--- src/rtl/charge_balance_encoder.sv ---
// DC-balanced nibble encoder: each accepted nibble becomes a 5-bit symbol {flag, nibble'}
// chosen to pull the running disparity toward zero, then shifted out LSB first.
module charge_balance_encoder #(
  parameter int   RD_W       = 4,
  parameter logic IDLE_LEVEL = 1'b0
) (
  input  logic                   clk,
  input  logic                   rst,
  input  logic [3:0]             in_data,
  input  logic                   in_valid,
  output logic                   in_ready,
  output logic                   tx_bit,
  output logic                   tx_valid,
  output logic                   tx_start,
  output logic signed [RD_W-1:0] rd_out,
  output logic [4:0]             sym_out
);

  typedef enum logic {
    IDLE,
    SHIFT
  } state_t;

  localparam logic [2:0] LAST_BIT = 3'd4;

  state_t     state;
  logic [2:0] bit_cnt;
  logic [4:0] shreg;

  logic                   accept;
  logic                   plain_pos;
  logic                   rd_pos;
  logic [4:0]             enc_sym;
  logic signed [RD_W-1:0] d_chosen;
  logic signed [RD_W-1:0] rd_next;
  logic [2:0]             next_cnt;

  // Disparity of a 5-bit symbol: 2*ones - 5, always odd, -5..+5.
  function automatic logic signed [RD_W-1:0] disparity(input logic [4:0] s);
    int ones;
    int d;
    ones = 0;
    for (int i = 0; i < 5; i++) begin
      if (s[i]) ones++;
    end
    d = 2 * ones - 5;
    return d[RD_W-1:0];
  endfunction

  // in_ready is registered and only high in IDLE or on the last symbol bit,
  // so an accept can never interrupt a symbol mid-flight.
  assign accept = in_valid & in_ready;

  // NOTE: every signal written here gets a default first so no latch is inferred.
  always_comb begin
    plain_pos = 1'b0;
    rd_pos    = 1'b0;
    enc_sym   = {1'b0, in_data};
    d_chosen  = '0;
    rd_next   = rd_out;
    next_cnt  = bit_cnt + 3'd1;

    // A plain nibble has positive disparity when three or more bits are set;
    // zero running disparity counts as positive.
    plain_pos = (disparity({1'b0, in_data}) > 0);
    rd_pos    = ~rd_out[RD_W-1];
    if (plain_pos == rd_pos) begin
      enc_sym = {1'b1, ~in_data};
    end
    d_chosen = disparity(enc_sym);
    rd_next  = rd_out + d_chosen;
  end

  // NOTE: sequential state uses non-blocking assignments so every register
  // samples pre-edge values regardless of statement order.
  always_ff @(posedge clk) begin
    if (rst) begin
      state    <= IDLE;
      bit_cnt  <= '0;
      shreg    <= '0;
      in_ready <= 1'b1;
      tx_bit   <= IDLE_LEVEL;
      tx_valid <= 1'b0;
      tx_start <= 1'b0;
      rd_out   <= '0;
      sym_out  <= '0;
    end else if (accept) begin
      // Same path from IDLE and from the last bit of SHIFT: gapless reload.
      state    <= SHIFT;
      bit_cnt  <= '0;
      shreg    <= enc_sym;
      sym_out  <= enc_sym;
      rd_out   <= rd_next;
      tx_valid <= 1'b1;
      tx_bit   <= enc_sym[0];
      tx_start <= 1'b1;
      in_ready <= 1'b0;
    end else begin
      case (state)
        IDLE: begin
          in_ready <= 1'b1;
          tx_valid <= 1'b0;
          tx_bit   <= IDLE_LEVEL;
          tx_start <= 1'b0;
        end
        SHIFT: begin
          tx_start <= 1'b0;
          if (bit_cnt == LAST_BIT) begin
            state    <= IDLE;
            bit_cnt  <= '0;
            tx_valid <= 1'b0;
            tx_bit   <= IDLE_LEVEL;
            in_ready <= 1'b1;
          end else begin
            bit_cnt  <= next_cnt;
            tx_valid <= 1'b1;
            tx_bit   <= shreg[next_cnt];
            in_ready <= (next_cnt == LAST_BIT);
          end
        end
        default: begin
          state <= IDLE;
        end
      endcase
    end
  end

endmodule

--- config.mk ---
export PLATFORM = sky130hd
export DESIGN_NAME = charge_balance_encoder
export DESIGN_NICKNAME = d
export VERILOG_FILES = /design/src/rtl/charge_balance_encoder.sv
export SDC_FILE = /design/constraint.sdc
export NUM_CORES = 1
export LEC_CHECK = 0
export BUFFER_PORTS_ARGS = -buffer_cell sky130_fd_sc_hd__buf_2
export CAP_MARGIN = 20
export CORE_MARGIN = 3
export CORE_UTILIZATION = 58
export CTS_BUF_LIST = sky130_fd_sc_hd__clkbuf_8 sky130_fd_sc_hd__clkbuf_16
export CTS_CLUSTER_SIZE = 14
export DETAILED_ROUTE_END_ITERATION = 8
export GPL_TIMING_DRIVEN = 1
export PLACE_DENSITY = 0.83
export SYNTH_ARGS = -nofsm -noshare
export SYNTH_HDL_FRONTEND = slang
export SYNTH_SLANG_ARGS = --single-unit
export TNS_END_PERCENT = 20
--- constraint.sdc ---
create_clock -name clk -period 12.76 [get_ports clk]
set_clock_uncertainty 0.15 [all_clocks]
set_input_delay 2.552 -clock clk [delete_from_list [all_inputs] [get_ports clk]]
set_output_delay 2.552 -clock clk [all_outputs]
set_load 0.05 [all_outputs]
After elaboration in Yosys (flattened, before gate mapping)
Cells that the tools add are included. W data, S select, Z words.

Bits in registers: 17. Bits in latches: 0. RAM bits: 0. ROM bits: 0. Logic and storage cells: 54. Memories kept: 0.

Add/sub/neg operators: 11. $mul: 0. Div/mod/pow operators: 0. Order comparisons: 2. Equality and inequality tests: 3. Shift operators: 0. Mux-type cells: 25. Bitwise gates (word level): 4. Reduce and logical (&&, ||, !) cells: 1.

Operators by type and width (count): $mux W3 (8); $add A3 B2 Y3 const B (5); $mux W1 (12); $sub A4 B4 Y4 const B (2); $eq A3 B3 Y1 const B (2); $pmux W1 S2 (3); $mux W5 (1); $add A1 B1 Y2 const B (2); $add A4 B4 Y4 (1); $gt A4 B1 Y1 const B (1); $lt A3 B4 Y1 const B (1); $not A4 Y4 (1); $add A3 B1 Y3 const B (1); $bmux W1 S3 (1); $not A1 Y1 (2); $reduce_or A2 Y1 (1); $and A1 B1 Y1 (1); $eq A1 B1 Y1 (1).

Longest topological paths before layout
Word-level depth: 22. Mapped depth: 21. Mapped depth without buffers: 20.

Worst setup path after synthesis
OpenSTA, ideal clock, no wires.

Path type: input to register. Start point: input in_data[1]. End point: register rd_out[3]. Setup time: 0.117 ns. Arrival time: 7.144 ns. Setup slack: 5.349 ns. Stages: 21. Path buffers: 1. Cells stage by stage: inv_1 -> ha_1 -> buf_6 -> xor2_1 -> ha_1 -> nand2_1 -> mux4_2 -> xnor2_4 -> xnor2_2 -> inv_2 -> maj3_1 -> xor2_1 -> ha_1 -> nor2_1 -> a21oi_1 -> ha_1 -> fa_1 -> xor2_1 -> xnor3_1 -> xor2_1 -> a22o_1.

Cells in the longest elaborated chain, start to end: 20. Elaborated cells on any way between the ends: 21. Those cells by class: add/sub (9); order compare (1); eq/ne (1); mux (9); bitwise (1).

RTL lines: start: declaration (line 9) `input logic [3:0] in_data,`; $mux W3 (line 44) `if (s[i]) ones++;`; $add A3 B2 Y3 (line 44); $mux W3 (line 44); $add A3 B2 Y3 (line 44); $mux W3 (line 44); $sub A4 B4 Y4 (line 46) `d = 2 * ones - 5;`; $gt A4 B1 Y1 (line 65) `plain_pos = (disparity({1'b0, in_data}) > 0);`; $eq A1 B1 Y1 (line 67) `if (plain_pos == rd_pos) begin`; [... 4 more ...]; $add A3 B2 Y3 (line 44); $mux W3 (line 44); $add A3 B2 Y3 (line 44); $mux W3 (line 44); $add A3 B2 Y3 (line 44); $mux W3 (*) (line 44); $sub A4 B4 Y4 (*) (line 46); $add A4 B4 Y4 (*) (line 71) `rd_next = rd_out + d_chosen;`; end signal: assignment (line 93) `rd_out <= rd_next;`; end: declaration (line 15) `output logic signed [RD_W-1:0] rd_out,`.

Mark *: on every way between the ends. The rest lies on a longest branch, timed or not. A chain may end at the register's enable or synchronous reset.

Worst setup path after layout
Ends and elaborated chain as after synthesis.

==> summary.txt <==
Detailed routing
  • Routed Antenna Nets: 0
  • 1st-iter DRT viols: 12
  • DRT Pass-1 Iters: 4
  • DRC: 0
  • WL/cell: 12.8 µm
  • Post-DR vias/cell: 5.24
  • Via count: 817
  • Drt total wl: 1990 µm

Floorplanning
  • Initial Utilization: 62.2%
  • Rows: 15
  • Core area: 1760 µm²
  • Chip Width: 49.5 µm
  • Full die area: 2450 µm²
  • I/O pins: 20
  • Chip height: 49.5 µm

Logic synthesis
  • Commonest cells post-synth: dfxtp_1, nand2_1, ha_1
  • Yosys warnings: 0
  • Top cells by area, synth: dfxtp_1, ha_1, xor2_1
  • Main flop type after synthesis: dfxtp_1
  • Post-synthesis sequential area ratio: 29.2%
  • Most frequent cell after synthesis: dfxtp_1
  • Post-Synthesis Net Count: 131
  • Number of synthesized register bits: 16
  • Syn Std Cell Area: 1100 µm²
  • Number of synthesized flops with an enable pin: 0
  • Syn_area_per_cell: 9.80 µm²
  • Post-Syn Instances: 112
  • Yosys cell types: 33
  • Synth top area share: 29.2%
  • Post-synth top area cell: dfxtp_1
  • Asr flop ratio synth: 0%

Worst setup path
  • CP Data Arrival Time: 7790 ps
  • CP Class: input pin to flop
  • Startpoint Class: input pin
  • Crit path max-delay family: adder cells
  • Critical path peak fanout: 10
  • Crit-path cells: buf_2, inv_1, ha_1, xor2_1, ha_1, nand2_1, mux4_2, xnor2_4, xnor2_2, inv_2, maj3_1, xor2_1, ha_1, nor2_1, a21oi_1, ha_1, fa_1, xor2_1, xnor3_1, xor2_1, a22o_1
  • Crit. End Element: flop
  • Worst stage delay on the critical path: 550 ps
  • Worst Path Buf+Inv: 3
  • CP required: 12750 ps
  • CP max-delay cell: mux4_2

Clock tree
  • # resized after CTS: 0
  • CTS tree: yes
  • Post-CTS setup buffers: 0
  • Clock-pin slew on the worst setup and hold paths: 60 ps
  • CTS root buf: clkbuf_8
  • CTS Buf Count: 3
  • Deepest clock path buffer count: 2
  • Clock sink count: 16
  • H-Tree Level Count: 1
  • # hold bufs at CTS: 0
  • Worst skew pair latency: 250 ps

GRT
  • Grt total ovfl: 0
  • Tot GR Track Use: 18.8%
  • Initial antenna violation count: 0
  • Vias in the first global route: 809
  • Largest net degree at the start of global routing: 13
  • First-pass GRT wire length: 3450 µm

STA
  • Tmin final: 7800 ps
  • Setup violators final: 0
  • Final Cycle Share: 61.1%
  • Setup TNS: 0 ps
  • Final hold viol count: 0
  • Worst Slack Setup Final: 4960 ps
  • Max-slew violations: 0
  • Least-Margin Pin Slew: 820 ps
  • Worst rel slew slack: 45.3%
  • Fmax: 128 MHz
  • RSZ-0062 raised after global routing: no

Layout
  • Final #Nets: 151
  • Antenna cells: 0
  • Layout Area Growth over Synthesis: 14.3%
  • Share of layout cells above drive strength 1: 22.9%

Placed design
  • DP HPWL: 1660 µm
  • Dpl ws: 4720 ps
  • IO buf count: 19
  • Placer Congestion: 0.847

Run status
  • Outcome: complete, no violations

Power
  • VDD IR-drop max: 0.159 mV
  • P_leak: 0.000612 µW
  • Pwr Density: 199 nW/µm²

Worst hold path
  • Hold Path Class: flop to flop

Job
  • Maxcap violations: 0
per-stage QoR:
stage	total power [µW]	instances	hold slack [ps]	instance area (µm²)	utilization [%]
finish	250	156	340	1250	71.1
global route	271	156	374	1250	71.1
CTS	253	156	344	1250	71.1
detailed placement	208	152	334	1200	67.9
global placement	201	152	300	1200	67.9
floorplan	181	112	400	1100	-
worst reg2reg max path, cell delays in order, from the launching register on:
cell,delay (ps)
dfxtp_1,370
xnor2_2,580
inv_2,120
maj3_1,360
xor2_1,150
ha_1,290
nor2_1,110
a21oi_1,60
ha_1,340
fa_1,450
xor2_1,230
xnor3_1,260
xor2_1,170
a22o_1,170
final cells by class:
class	count	area, µm²
fillers	162	510
flip-flops and latches	16	320
inverters	9	33.8
clock buffers	4	55.1
repair buffers	19	95.1
multi-input cells	83	718
well taps	25	31.3
power by group:
group / switching (µW) / internal (µW)
sequential: 7.09 / 58.0
combinational: 81.3 / 59.5
clock: 16.4 / 27.4
state kept, by name (all words and copies together), names as in the netlist:
name      cells
shreg         5
rd_out        4
bit_cnt       3
in_ready      1
tx_bit        1
tx_start      1
tx_valid      1
per-layer routing:
layer | GRT usage [%] | vias to the layer above | wire, µm
met2 | 30.6 | 18 | 958
li1 | - | 423 | -
met3 | 6.65 | 5 | 108
met4 | 7.83 | 0 | 32
met1 | 22.5 | 371 | 893
met5 | 0 | - | 0
placed cells by master (no fill, tap or decap), types with 2 or more instances in the layout:
master    synthesis  layout
buf_2             2      19
dfxtp_1          16      16
nand2_1          12      12
ha_1             11      11
inv_1             8       8
nor2_1            8       8
xor2_1            8       8
a22o_1            6       6
a21oi_1           5       5
xnor2_1           4       4
mux2i_1           4       4
clkbuf_8          0       4
nand3_1           3       3
and2_1            3       3
mux4_2            2       2
xnor3_1           2       2
kinds of logic (layout without fill, tap and decap cells):
family                     count (synthesis)  in the layout  synth area share (%)
adders and majority gates                 13             13                  15.3
and+or+nand+nor                           31             31                  13.0
DFF                                       16             16                  29.2
xor gates and xnor gates                  17             17                  19.2
buffers and inverters                     13             32                  5.36
AOI/OAI and AO/OA                         16             16                  10.3
muxes                                      6              6                  7.75
path summary, 6_finish.rpt:
check,from,to,slack [ps],cells past startpoint
setup / recovery,in_data[1],rd_out[3],4960,21
hold / removal,shreg[0],shreg[0],340,2
hold reg to reg,shreg[0],shreg[0],340,2
setup reg to reg,rd_out[3],rd_out[3],8860,13
(Power assumes the default switching activity.)
